## src/rtl/node_scheduler_if.sv

```systemverilog
// node_scheduler_if
// Connects the scheduler to the weight memory and to the shared node instance.
//   w_rd / w_addr  : weight-memory read strobe and row address (scheduler -> memory)
//   w_data         : row read data, weights low, bias in top WEIGHT_BITS; valid 1 cycle after w_rd
//   node_inputs    : layer input vector presented to the node
//   node_weights   : weights of the current neuron
//   node_bias      : bias of the current neuron
//   node_outputs   : node result for the current neuron (node -> scheduler)
// master modport = scheduler side, slave modport = memory/node side.
interface node_scheduler_if #(
    parameter int N_INPUTS    = 16,
    parameter int INPUT_BITS  = 3,
    parameter int WEIGHT_BITS = 3,
    parameter int OUTPUT_BITS = 3,
    parameter int N_NEURONS   = 8
) ();
    localparam int ADDR_W = (N_NEURONS > 1) ? $clog2(N_NEURONS) : 1;

    logic                                 w_rd;
    logic [ADDR_W-1:0]                    w_addr;
    logic [(N_INPUTS+1)*WEIGHT_BITS-1:0]  w_data;
    logic [N_INPUTS*INPUT_BITS-1:0]       node_inputs;
    logic [N_INPUTS*WEIGHT_BITS-1:0]      node_weights;
    logic [WEIGHT_BITS-1:0]               node_bias;
    logic [OUTPUT_BITS-1:0]               node_outputs;

    modport master (
        output w_rd, w_addr, node_inputs, node_weights, node_bias,
        input  w_data, node_outputs
    );

    modport slave (
        input  w_rd, w_addr, node_inputs, node_weights, node_bias,
        output w_data, node_outputs
    );
endinterface

```

## src/rtl/node_scheduler.sv

```systemverilog
// node_scheduler
// Time-multiplexes N_NEURONS neurons of one layer onto a single node instance.
// For each neuron: fetch its weight row, let the node settle for NODE_LATENCY
// cycles, then store the node result into that neuron's slice of out_vec.
//
// Ports:
//   clk, reset (async, active low)
//   start       : request a layer evaluation (accepted only in IDLE, abort wins)
//   abort       : cancel a running evaluation; already stored slices are kept
//   in_vec      : layer input vector, captured on start acceptance
//   busy        : high in FETCH/WAIT/EVAL/STORE
//   done        : one-cycle pulse after the last neuron is stored
//   out_vec     : layer result, neuron k at [k*OUTPUT_BITS +: OUTPUT_BITS]
//   cycle_count : busy cycles of the current run (only with NODE_SCHED_PERF_EN)
//   bus         : weight memory and node connections (node_scheduler_if.master)
//
// Optional feature macro: NODE_SCHED_PERF_EN adds the saturating cycle_count output.
module node_scheduler #(
    parameter int N_INPUTS     = 16,
    parameter int INPUT_BITS   = 3,
    parameter int WEIGHT_BITS  = 3,
    parameter int OUTPUT_BITS  = 3,
    parameter int N_NEURONS    = 8,
    parameter int NODE_LATENCY = 1
) (
    input  logic                             clk,
    input  logic                             reset,
    input  logic                             start,
    input  logic                             abort,
    input  logic [N_INPUTS*INPUT_BITS-1:0]   in_vec,
    output logic                             busy,
    output logic                             done,
    output logic [N_NEURONS*OUTPUT_BITS-1:0] out_vec,
`ifdef NODE_SCHED_PERF_EN
    output logic [15:0]                      cycle_count,
`endif
    node_scheduler_if.master                 bus
);
    localparam int IDX_W = (N_NEURONS > 1) ? $clog2(N_NEURONS) : 1;
    localparam int LAT_W = (NODE_LATENCY > 1) ? $clog2(NODE_LATENCY) : 1;

    typedef enum logic [2:0] {
        S_IDLE, S_FETCH, S_WAIT, S_EVAL, S_STORE, S_DONE
    } state_t;

    state_t                                state_q, state_d;
    logic [IDX_W-1:0]                      index_q, index_d;
    logic [LAT_W-1:0]                      lat_q, lat_d;
    logic [N_INPUTS*INPUT_BITS-1:0]        inputs_q, inputs_d;
    logic [N_INPUTS*WEIGHT_BITS-1:0]       weights_q, weights_d;
    logic [WEIGHT_BITS-1:0]                bias_q, bias_d;
    logic [N_NEURONS-1:0][OUTPUT_BITS-1:0] out_q, out_d;
    logic                                  w_rd_c;

    always_comb begin
        state_d   = state_q;
        index_d   = index_q;
        lat_d     = lat_q;
        inputs_d  = inputs_q;
        weights_d = weights_q;
        bias_d    = bias_q;
        out_d     = out_q;
        busy      = 1'b0;
        done      = 1'b0;
        w_rd_c    = 1'b0;

        case (state_q)
            S_IDLE: begin
                if (start && !abort) begin
                    state_d  = S_FETCH;
                    index_d  = '0;
                    inputs_d = in_vec;
                end
            end
            S_FETCH: begin
                busy    = 1'b1;
                w_rd_c  = 1'b1;
                state_d = S_WAIT;
            end
            S_WAIT: begin
                busy      = 1'b1;
                weights_d = bus.w_data[N_INPUTS*WEIGHT_BITS-1:0];
                bias_d    = bus.w_data[(N_INPUTS+1)*WEIGHT_BITS-1 -: WEIGHT_BITS];
                lat_d     = '0;
                state_d   = S_EVAL;
            end
            S_EVAL: begin
                busy = 1'b1;
                if (lat_q == LAT_W'(NODE_LATENCY - 1)) begin
                    state_d = S_STORE;
                end else begin
                    lat_d = lat_q + LAT_W'(1);
                end
            end
            S_STORE: begin
                busy           = 1'b1;
                out_d[index_q] = bus.node_outputs;
                if (index_q == IDX_W'(N_NEURONS - 1)) begin
                    state_d = S_DONE;
                end else begin
                    index_d = index_q + IDX_W'(1);
                    state_d = S_FETCH;
                end
            end
            S_DONE: begin
                done    = 1'b1;
                state_d = S_IDLE;
            end
            default: state_d = S_IDLE;
        endcase

        // Abort wins over every busy-state transition; a STORE that coincides
        // with abort is dropped so the slice keeps its previous value.
        if (abort && busy) begin
            state_d = S_IDLE;
            out_d   = out_q;
        end
    end

    always_ff @(posedge clk or negedge reset) begin
        if (!reset) begin
            state_q   <= S_IDLE;
            index_q   <= '0;
            lat_q     <= '0;
            inputs_q  <= '0;
            weights_q <= '0;
            bias_q    <= '0;
            out_q     <= '0;
        end else begin
            state_q   <= state_d;
            index_q   <= index_d;
            lat_q     <= lat_d;
            inputs_q  <= inputs_d;
            weights_q <= weights_d;
            bias_q    <= bias_d;
            out_q     <= out_d;
        end
    end

`ifdef NODE_SCHED_PERF_EN
    logic [15:0] cycle_count_q;

    always_ff @(posedge clk or negedge reset) begin
        if (!reset) begin
            cycle_count_q <= '0;
        end else if (state_q == S_IDLE && state_d == S_FETCH) begin
            cycle_count_q <= '0;
        end else if (busy && cycle_count_q != 16'hFFFF) begin
            cycle_count_q <= cycle_count_q + 16'd1;
        end
    end

    assign cycle_count = cycle_count_q;
`endif

    // index_q is reset to 0 asynchronously, so the address is safe to drive
    // continuously; the memory only acts on it when w_rd is high.
    assign bus.w_rd         = w_rd_c;
    assign bus.w_addr       = index_q;
    assign bus.node_inputs  = inputs_q;
    assign bus.node_weights = weights_q;
    assign bus.node_bias    = bias_q;
    assign out_vec          = out_q;
endmodule

```

## src/flat_wrapper.sv

```systemverilog
// flat-port wrapper written by rule: the top's interface ports become plain ports
module node_scheduler_flat 
#(
    parameter int N_INPUTS     = 16,
    parameter int INPUT_BITS   = 3,
    parameter int WEIGHT_BITS  = 3,
    parameter int OUTPUT_BITS  = 3,
    parameter int N_NEURONS    = 8,
    parameter int NODE_LATENCY = 1
)
  (clk, reset, start, abort, in_vec, busy, done, out_vec, bus_w_rd, bus_w_addr, bus_node_inputs, bus_node_weights, bus_node_bias, bus_w_data, bus_node_outputs);
  node_scheduler_if #(.N_INPUTS(N_INPUTS), .INPUT_BITS(INPUT_BITS), .WEIGHT_BITS(WEIGHT_BITS), .OUTPUT_BITS(OUTPUT_BITS), .N_NEURONS(N_NEURONS)) bus_i ();
  input  logic clk;
  input  logic reset;
  input  logic start;
  input  logic abort;
  input  logic [N_INPUTS*INPUT_BITS-1:0] in_vec;
  output logic busy;
  output logic done;
  output logic [N_NEURONS*OUTPUT_BITS-1:0] out_vec;
  output wire logic [$bits(bus_i.w_rd)-1:0] bus_w_rd;
  output wire logic [$bits(bus_i.w_addr)-1:0] bus_w_addr;
  output wire logic [$bits(bus_i.node_inputs)-1:0] bus_node_inputs;
  output wire logic [$bits(bus_i.node_weights)-1:0] bus_node_weights;
  output wire logic [$bits(bus_i.node_bias)-1:0] bus_node_bias;
  input wire logic [$bits(bus_i.w_data)-1:0] bus_w_data;
  input wire logic [$bits(bus_i.node_outputs)-1:0] bus_node_outputs;
  assign bus_w_rd = bus_i.w_rd;
  assign bus_w_addr = bus_i.w_addr;
  assign bus_node_inputs = bus_i.node_inputs;
  assign bus_node_weights = bus_i.node_weights;
  assign bus_node_bias = bus_i.node_bias;
  assign bus_i.w_data = bus_w_data;
  assign bus_i.node_outputs = bus_node_outputs;
  node_scheduler #(.N_INPUTS(N_INPUTS), .INPUT_BITS(INPUT_BITS), .WEIGHT_BITS(WEIGHT_BITS), .OUTPUT_BITS(OUTPUT_BITS), .N_NEURONS(N_NEURONS), .NODE_LATENCY(NODE_LATENCY)) u_core (.clk(clk), .reset(reset), .start(start), .abort(abort), .in_vec(in_vec), .busy(busy), .done(done), .out_vec(out_vec), .bus(bus_i));
endmodule
```

## config.mk

```make
export PLATFORM = sky130hd
export DESIGN_NAME = node_scheduler_flat
export DESIGN_NICKNAME = d
export VERILOG_FILES = /design/src/rtl/node_scheduler_if.sv /design/src/rtl/node_scheduler.sv /design/src/flat_wrapper.sv
export SDC_FILE = /design/constraint.sdc
export NUM_CORES = 1
export LEC_CHECK = 0
export BUFFER_PORTS_ARGS = -buffer_cell sky130_fd_sc_hd__buf_2
export CAP_MARGIN = 20
export CORE_AREA = 2 2 85 128
export CTS_CLUSTER_SIZE = 40
export DETAILED_ROUTE_END_ITERATION = 16
export DIE_AREA = 0 0 87 130
export GPL_ROUTABILITY_DRIVEN = 0
export GPL_TIMING_DRIVEN = 0
export PLACE_DENSITY = 0.93
export SYNTH_ARGS = -nofsm -noshare
export SYNTH_HDL_FRONTEND = slang
export SYNTH_SLANG_ARGS = --single-unit
```

## constraint.sdc

```tcl
create_clock -name clk -period 3 [get_ports clk]
set_input_delay 0.6 -clock clk [delete_from_list [all_inputs] [get_ports clk]]
set_output_delay 0.6 -clock clk [all_outputs]
set_load 0.02 [all_outputs]
```

# [Word-level counts from Yosys, hierarchy flattened]
# Cells that the tools add are included.
# Widths: inputs -> output; s select.
[word_totals] romBits=0 reg_bits=130 mem_bits_rw=0 word_cells=57 latchBits=0 memories=0
[op_classes] n_eq_ne=10 n_reduce_logical=12 magnitude_cmp=2 n_mux=16 div=0 bitwise=1 multipliers=0 shifts=0 addsub=2
[ops] cell="$bwmux 24" n=1
[ops] cell="$mux 3" n=7
[ops] cell="$pmux 3 s5" n=1
[ops] cell="$demux 3 s3" n=1
[ops] cell="$eq 3x3->1 const B" n=3
[ops] cell="$eq 3x2->1 const B" n=2
[ops] cell="$pmux 3 s2" n=1
[ops] cell="$reduce_and 2->1" n=3
[ops] cell="$lt 3x4->1 const B" n=1
[ops] cell="$mux 1" n=4
[ops] cell="$reduce_bool 2->1" n=2
[ops] cell="$reduce_or 4->1" n=1
[ops] cell="$add 3x1->3 const B" n=1
[ops] cell="$eq 3x1->1 const B" n=1
[ops] cell="$ge 3x1->1 const B" n=1
[ops] cell="$logic_and 1x1->1" n=3
[ops] cell="$logic_not 3->1" n=1
[ops] cell="$ne 3x1->1 const B" n=1
[ops] cell="$ne 3x3->1 const B" n=1
[ops] cell="$reduce_and 3->1" n=1
[ops] cell="$ne 2x1->1 const B" n=1
[ops] cell="$ne 2x2->1 const B" n=1
[ops] cell="$pmux 1 s2" n=1
[ops] cell="$add 1x1->1 const B" n=1
[ops] cell="other kinds (2)" n=2

# [Depth between registers and ports, before layout]
# Gate-level depths: netlist of run 1.
[depth] ltp_word=6 mapped_depth=6

# [Worst setup path after synthesis of run 1]
# Ideal clock, no wire load.
[synth_timing] path_type="reg-to-reg" from="register u_core.index_q[1] (netlist: u_core.bus.w_addr[1])" to="register u_core.index_q[0] (netlist: u_core.bus.w_addr[0])" stages_incl_launch_ff=7 synth_period_minus_slack_ns=1.919 path_buffers=1 path_slack_ns=1.081 arrival_time_ns=1.801 path_cell_list="dfrtp_1 -> ha_1 -> ha_1 -> or4b_1 -> buf_2 -> and2_0 -> a21o_1"
[synth_via] elab_chain_cells=3
[synth_rtl] element="from (decl)" line="node_scheduler.sv:47" rtl="logic [IDX_W-1:0] index_q, index_d;"
[synth_rtl] element="from (signal assigned)" line="node_scheduler.sv:131" rtl="index_q <= index_d;"
[synth_rtl] element="$eq 3x3->1" line="node_scheduler.sv:98" rtl="if (index_q == IDX_W'(N_NEURONS - 1)) begin"
[synth_rtl] element="$ne 2x2->1 (no source line)"
[synth_rtl] element="$reduce_and 3->1 (no source line)"
# Every way passes these cells.
# A chain may end at the register's enable or synchronous reset.

# [Worst setup path in the final report of run 1]
[layout_timing] from="register u_core.state_q[1]" to="output busy"
[layout_via] elab_chain_cells=3
[layout_rtl] element="from (decl)" line="node_scheduler.sv:46" rtl="state_t state_q, state_d;"
[layout_rtl] element="from (signal assigned)" line="node_scheduler.sv:130" rtl="state_q <= state_d;"
[layout_rtl] element="$eq 3x1->1, or another cell as far along" line="node_scheduler.sv:67" rtl="case (state_q)"
[layout_rtl] element="$reduce_or 4->1 (no source line) (*)"
[layout_rtl] element="$mux 1 (*)" line="node_scheduler.sv:67"
[layout_rtl] element="to (decl)" line="flat_wrapper.sv:18" rtl="output logic busy;"
# Mark *: on every way between the ends. The rest lies on a longest branch, timed or not.

==> flow_metrics.py, run 1 <==
metrics = {
    "setup_path": {
        "crit_fanout": 10,
        "crit_chain": "buf_2 -> nor2_1 -> xnor2_1 -> buf_2",
        "start_kind": "register",
        "critical_path.top_delay_family": "buffers and inverters",
        "slowest_delay_ns": 0.37,
        "cp_data_arrival_time_ns": 1.44,
        "cpMostUsedCell": "buf_2",
        "worstPathRequired_ns": 2.40,
        "path_class": "reg2out",
        "path_buf_inv": 2,
        "endpoint_kind": "primary output",
        "critPathSlowestCell": "dfrtp_1",
    },
    "cts": {
        "cts_setup_buffers": 0,
        "ctsResizeCount": 0,
        "htree_levels": 4,
        "hold_buffers": 0,
        "cts-root-buf": "clkbuf_16",
        "path_clk_slew_ns": 0.06,
        "cts_tree": "built",
        "worstSkewPairLatency_ns": 0.40,
        "clk_path_buf_depth": 2,
        "cts_buffers": 17,
        "numClockSinks": 129,
    },
    "grt": {
        "grt-ovfl-total": 0,
        "antenna_found_initial": 0,
        "grt_max_degree": 69,
        "grt.total_usage_pct": 20.9,
        "grt_pass1_vias": 3746,
        "grt_pass1_wl_mm": 18.1,
    },
    "floorplanning": {
        "coreArea_um2": 10300,
        "pin_count": 235,
        "die-area_um2": 11300,
        "die_h_um": 130,
        "fp-row-count": 46,
        "start_util_pct": 48.7,
        "die_w_um": 87,
    },
    "timing": {
        "relSlewSlack_pct": 62.0,
        "worst_slack_ns": 0.960,
        "post-route-period-util_pct": 68.0,
        "fin_crit_ns": 2.04,
        "rsz0062_at_grt": "no",
        "clock_skew_ns": 0.00748,
        "fmax_mhz": 490,
        "setup_viol": 0,
        "fin_hold_ws_ns": 0.169,
        "tns_ns": 0,
        "maxSlewViolCount": 0,
        "hold_viol": 0,
        "worstMarginPinSlew_ns": 0.571,
    },
    "pwr": {
        "p_leak_nw": 3.59,
        "p_switching_mw": 2.19,
        "ir_drop_mv": 0.677,
        "swShare_pct": 31.9,
        "power.share.clock_pct": 31.6,
        "power.density_nw_per_um2": 979,
        "internal-power_mw": 4.66,
        "seq_power_share_pct": 37.5,
        "totalPowerFinal_mw": 6.85,
        "share_comb_of_total_power_pct": 30.9,
    },
    "drt": {
        "antenna_left": 0,
        "wl_per_cell_um": 17.3,
        "vias": 3540,
        "drc": 0,
        "finalWirelength_mm": 11.9,
        "first_pass_iters": 4,
        "via_per_inst": 5.14,
        "drtIter0Drc": 57,
    },
    "outcome": {
        "outcome": "finished, final reports clean",
    },
    "logic_synthesis": {
        "synthArstFlopShare_pct": 100,
        "synth_top_area_share_pct": 64.3,
        "seq_area_frac_synth_pct": 64.3,
        "ys_ff_latch": 129,
        "yosysUniqueCellTypes": 29,
        "yosysWarnings": 0,
        "ys.flop_type": "dfrtp_1",
        "mappedNetlistArea_um2": 5020,
        "synth-edff-count": 0,
        "syn_area_per_cell_um2": 16.5,
        "yosys-top-cells-area": "dfrtp_1, mux2_2, buf_6",
        "syn_nets": 413,
        "syn_inst": 305,
        "synth_top_area_cell": "dfrtp_1",
    },
    "finish": {
        "drive_above_1_share_pct": 71.2,
        "fillCellCount": 709,
        "fin_area_um2": 7000,
        "stdcell_count": 689,
        "final_util_pct": 68.0,
        "area_delta_synth_final_pct": 39.5,
        "fin_nets": 667,
        "antenna_cells": 0,
    },
    "placed_design": {
        "dp_hpwl_mm": 9.00,
        "dp_slack_ns": 1.08,
        "placed_area_um2": 6370,
        "dp_cells": 660,
        "port_buffers": 234,
    },
    "worst_hold_path": {
        "min_path_type": "in2async",
    },
    "run": {
        "maxCapViolations": 0,
    },
}
[cells in the final DEF (no fill, tap or decap), drive strengths merged]
master	instances
a31o	2
ha	2
nor3b	3
a21o	1
nor4	1
nand2	2
nand4	1
nor2b	2
clkinv	1
and4	1
and2	1
nor2	6
or4b	1
a2111oi	1
xnor2	2
clkbuf	24
nand3	4
nand4b	2
a21oi	1
nor3	2
mux2	123
nand3b	1
bufinv	4
inv	2
buf	249
dfrtp	129
and3b	1
[final timing paths]
| kind | startpoint | endpoint | slack, ns | cells after the start |
|---|---|---|---|---|
| max | u_core.state_q[1] | busy | 0.96 | 4 |
| min | reset | u_core.bus.node_weights[21] | 0.17 | 1 |
| max reg2reg | u_core.bus.w_addr[1] | u_core.bus.w_addr[0] | 1.04 | 6 |
| min reg2reg | u_core.bus.node_inputs[39] | u_core.bus.node_inputs[39] | 0.50 | 1 |
| max in group asynchronous | reset | u_core.bus.node_inputs[4] | 2.08 | 2 |
| min in group clk | in_vec[17] | u_core.bus.node_inputs[17] | 0.43 | 2 |
[power by group through the flow]
stage	sequential (mW)	clock [mW]	combinational, mW
final	2.57	2.17	2.12
after floorplan	3.26	0	0.602
after detailed placement	2.60	0	2.14
after global routing	2.63	2.28	2.24
after CTS	2.57	2.21	2.14
after global placement	2.55	0	2.06
[routing by layer]
layer  vias to the layer above  part of all wire [%]  track usage (%)  wire [µm]
met3                        25                   5.6             6.14        670
li1                       1587                     -                -          -
met4                         0                   2.5             9.56        295
met2                       157                    57             39.0       6750
met5                         -                     0                0          0
met1                      1771                    35             20.8       4190
[kinds of logic after synthesis]
family          after synthesis  synth area share [%]
xor+xnor                      2                 0.349
fa+ha+maj                     2                 0.498
mux                         123                  27.6
buf+inv                      16                  2.67
simple gates                 28                  3.81
flops                       129                  64.3
compound gates                5                 0.773
[cell type report]
cell class | count | area (µm²) | area share [%]
tap | 120 | 150 | 2.14
inverter | 2 | 7.51 | 0.107
timing repair buffer | 235 | 1200 | 17.2
multi-input combinational | 160 | 1660 | 23.7
clock buffer | 24 | 502 | 7.17
clock inverter | 5 | 125 | 1.79
buffer | 14 | 126 | 1.80
sequential | 129 | 3230 | 46.1
[synthesized netlist by cell type, drive strengths merged (2+ instances only)]
| cell | number |
|---|---|
| a31o | 2 |
| buf | 14 |
| dfrtp | 129 |
| ha | 2 |
| inv | 2 |
| mux2 | 123 |
| nand2 | 2 |
| nand3 | 4 |
| nand4b | 2 |
| nor2 | 6 |
| nor2b | 2 |
| nor3 | 2 |
| nor3b | 3 |
| xnor2 | 2 |
[flip-flops by register name, summed over array words and instances (netlist names)]
| name | cells |
|---|---|
| u_core.state_q | 3 |
| u_core.bus.node_inputs | 48 |
| u_core.out_vec | 24 |
| u_core.bus.w_addr | 3 |
| u_core.bus.node_bias | 3 |
| u_core.bus.node_weights | 48 |
(Power assumes the default switching activity.)
==> run 2, diff against run 1 <==
- CORE_AREA: 2 2 85 128 -> 2 2 89 133
- DIE_AREA: 0 0 87 130 -> 0 0 91 135
- PLACE_DENSITY: 0.93 -> 0.87
- clock period: 3 -> 2 ns (I/O delays scaled with it)
==> run 2 against run 1 <==
  * Cell area is 1.7% higher
  * Global-route usage fell by 0.80 points
  * Final cell count rose by 4.6%
  * Non-clock buffer count rose by 3
  * Setup slack got worse by 0.84 ns
  * Routed wire length increased by 1.5%
  * Sequential cell count unchanged
  * Total power increased by 54%
  * Critical endpoint is now u_core.bus.w_addr[0]
  * Highest routed layer unchanged
  * Combinational power rose by 51%
==> flow_metrics.py, run 2 (synthesized netlist as in run 1, its figures left out) <==
metrics = {
    "outcome": {
        "outcome": "finished, final reports clean",
    },
    "cts": {
        "numClockSinks": 129,
        "cts_tree": "built",
        "cts_buffers": 17,
        "worstSkewPairLatency_ns": 0.40,
        "path_clk_slew_ns": 0.06,
        "htree_levels": 4,
        "clk_path_buf_depth": 2,
        "cts-root-buf": "clkbuf_16",
    },
    "timing": {
        "worstMarginPinSlew_ns": 0.601,
        "rsz0062_at_grt": "no",
        "fin_crit_ns": 1.88,
        "post-route-period-util_pct": 94.2,
        "relSlewSlack_pct": 59.9,
        "maxSlewViolCount": 0,
        "fmax_mhz": 531,
        "setup_viol": 0,
        "hold_viol": 0,
        "clock_skew_ns": 0.00524,
    },
    "grt": {
        "grt_max_degree": 67,
        "antenna_found_initial": 0,
        "grt.total_usage_pct": 20.1,
        "grt_pass1_wl_mm": 19.2,
        "grt-ovfl-total": 0,
        "grt_pass1_vias": 3842,
    },
    "floorplanning": {
        "coreArea_um2": 11100,
        "start_util_pct": 45.4,
        "fp-row-count": 47,
        "die_w_um": 91,
        "pin_count": 235,
        "die_h_um": 135,
        "die-area_um2": 12300,
    },
    "pwr": {
        "p_leak_nw": 3.61,
        "ir_drop_mv": 1.03,
        "power.density_nw_per_um2": 1490,
    },
    "setup_path": {
        "cp_data_arrival_time_ns": 2.17,
        "endpoint_kind": "register",
        "start_kind": "register",
        "rrSetupSlack_ns": 0.12,
        "worstPathRequired_ns": 2.29,
        "crit_fanout": 6,
        "path_class": "reg2reg",
    },
    "drt": {
        "drtIter0Drc": 79,
        "wl_per_cell_um": 16.8,
        "finalWirelength_mm": 12.1,
        "drc": 0,
        "vias": 3534,
        "via_per_inst": 4.90,
        "antenna_left": 0,
        "first_pass_iters": 4,
    },
    "finish": {
        "multi_input_area_um2": 1660,
        "stdcell_count": 721,
        "area_delta_synth_final_pct": 41.8,
        "seq_area_um2": 3230,
        "layout_commonest_cell": "buf_2",
        "final_cell_mix": "buf_2, dfrtp_1, mux2_2, clkbuf_16, buf_6",
        "antenna_cells": 0,
        "fin_nets": 670,
        "drive_above_1_share_pct": 72.0,
        "fin_area_um2": 7120,
        "fillCellCount": 875,
    },
    "placed_design": {
        "placed_area_um2": 6410,
        "dp_hpwl_mm": 9.13,
        "dp_cells": 687,
        "port_buffers": 234,
    },
    "worst_hold_path": {
        "min_path_type": "in2reg",
    },
    "run": {
        "maxCapViolations": 0,
    },
}
-- run 2: cell types whose count changed in the layout (fill, tap and decap cells not counted), sizes merged --
cell / previous run / this run
dlygate4sd3: 0 / 1
inv: 2 / 4
clkbuf: 24 / 19
bufinv: 4 / 6
buf: 249 / 251
clkinvlp: 0 / 3
-- run 2: report_power, final --
part / total [mW] / internal [mW] / switching [mW] / leakage [nW]
Combinational: 3.20 / 1.33 / 1.87 / 1.71
Sequential: 3.86 / 3.44 / 0.426 / 1.58
Clock: 3.52 / 2.41 / 1.11 / 0.322
-- run 2: final timing paths --
check	start	endpoint	depth (start not counted)
min in group asynchronous	reset	u_core.bus.node_weights[36]	2
min reg2reg	u_core.bus.node_inputs[32]	u_core.bus.node_inputs[32]	1
max reg2reg	u_core.bus.w_addr[0]	u_core.bus.w_addr[0]	6
max	u_core.bus.w_addr[0]	u_core.bus.w_addr[0]	6
min	in_vec[25]	u_core.bus.node_inputs[25]	2
max in group asynchronous	reset	u_core.bus.w_addr[0]	3
-- run 2: per-layer routing --
| metal | vias up | global-route usage, % | wire [µm] |
|---|---|---|---|
| met5 | - | 0 | 0 |
| li1 | 1605 | - | - |
| met2 | 141 | 36.2 | 6830 |
| met4 | 0 | 10.9 | 417 |
| met1 | 1753 | 21.7 | 4240 |
| met3 | 35 | 4.58 | 596 |
-- run 2: layout make-up --
type,count,area share [%]
inverters,2,0.105
clock inverters,12,3.22
flip-flops and latches,129,45.4
plain buffers,14,1.78
repair buffers,238,17.3
clock buffers,19,6.36
multi-input cells,160,23.3
well taps,147,2.58
-- run 2: what timing repair did --
action,in CTS,in global routing
gates resized for setup,0,2
endpoints found under the setup margin,0,1
buffers inserted,0,2
endpoints found under the hold margin,10,0
hold buffers,1,0
-- run 2: per-stage QoR --
step / hold slack [ns] / worst slack [ns] / util, % / setup TNS [ns] / total power [mW]
after global routing: 0.211 / 0.0106 / 64.4 / 0 / 11.0
after CTS: 0.212 / 0.0393 / 64.2 / 0 / 10.7
after detailed placement: 0.423 / 0.0572 / 58.0 / 0 / 7.11
after floorplan: 0.104 / 0.0813 / - / 0 / 5.80
final: 0.228 / 0.117 / 64.4 / 0 / 10.6
after global placement: 0.481 / -0.945 / 57.7 / -120.52 / 6.94
-- run 2: critical path, cell delays in order, from the launching register on --
cell and delay (ns):
dfrtp_2 0.43, ha_1 0.21, ha_1 0.19, or4b_1 0.46, buf_2 0.16, and2_0 0.15, a21o_1 0.17
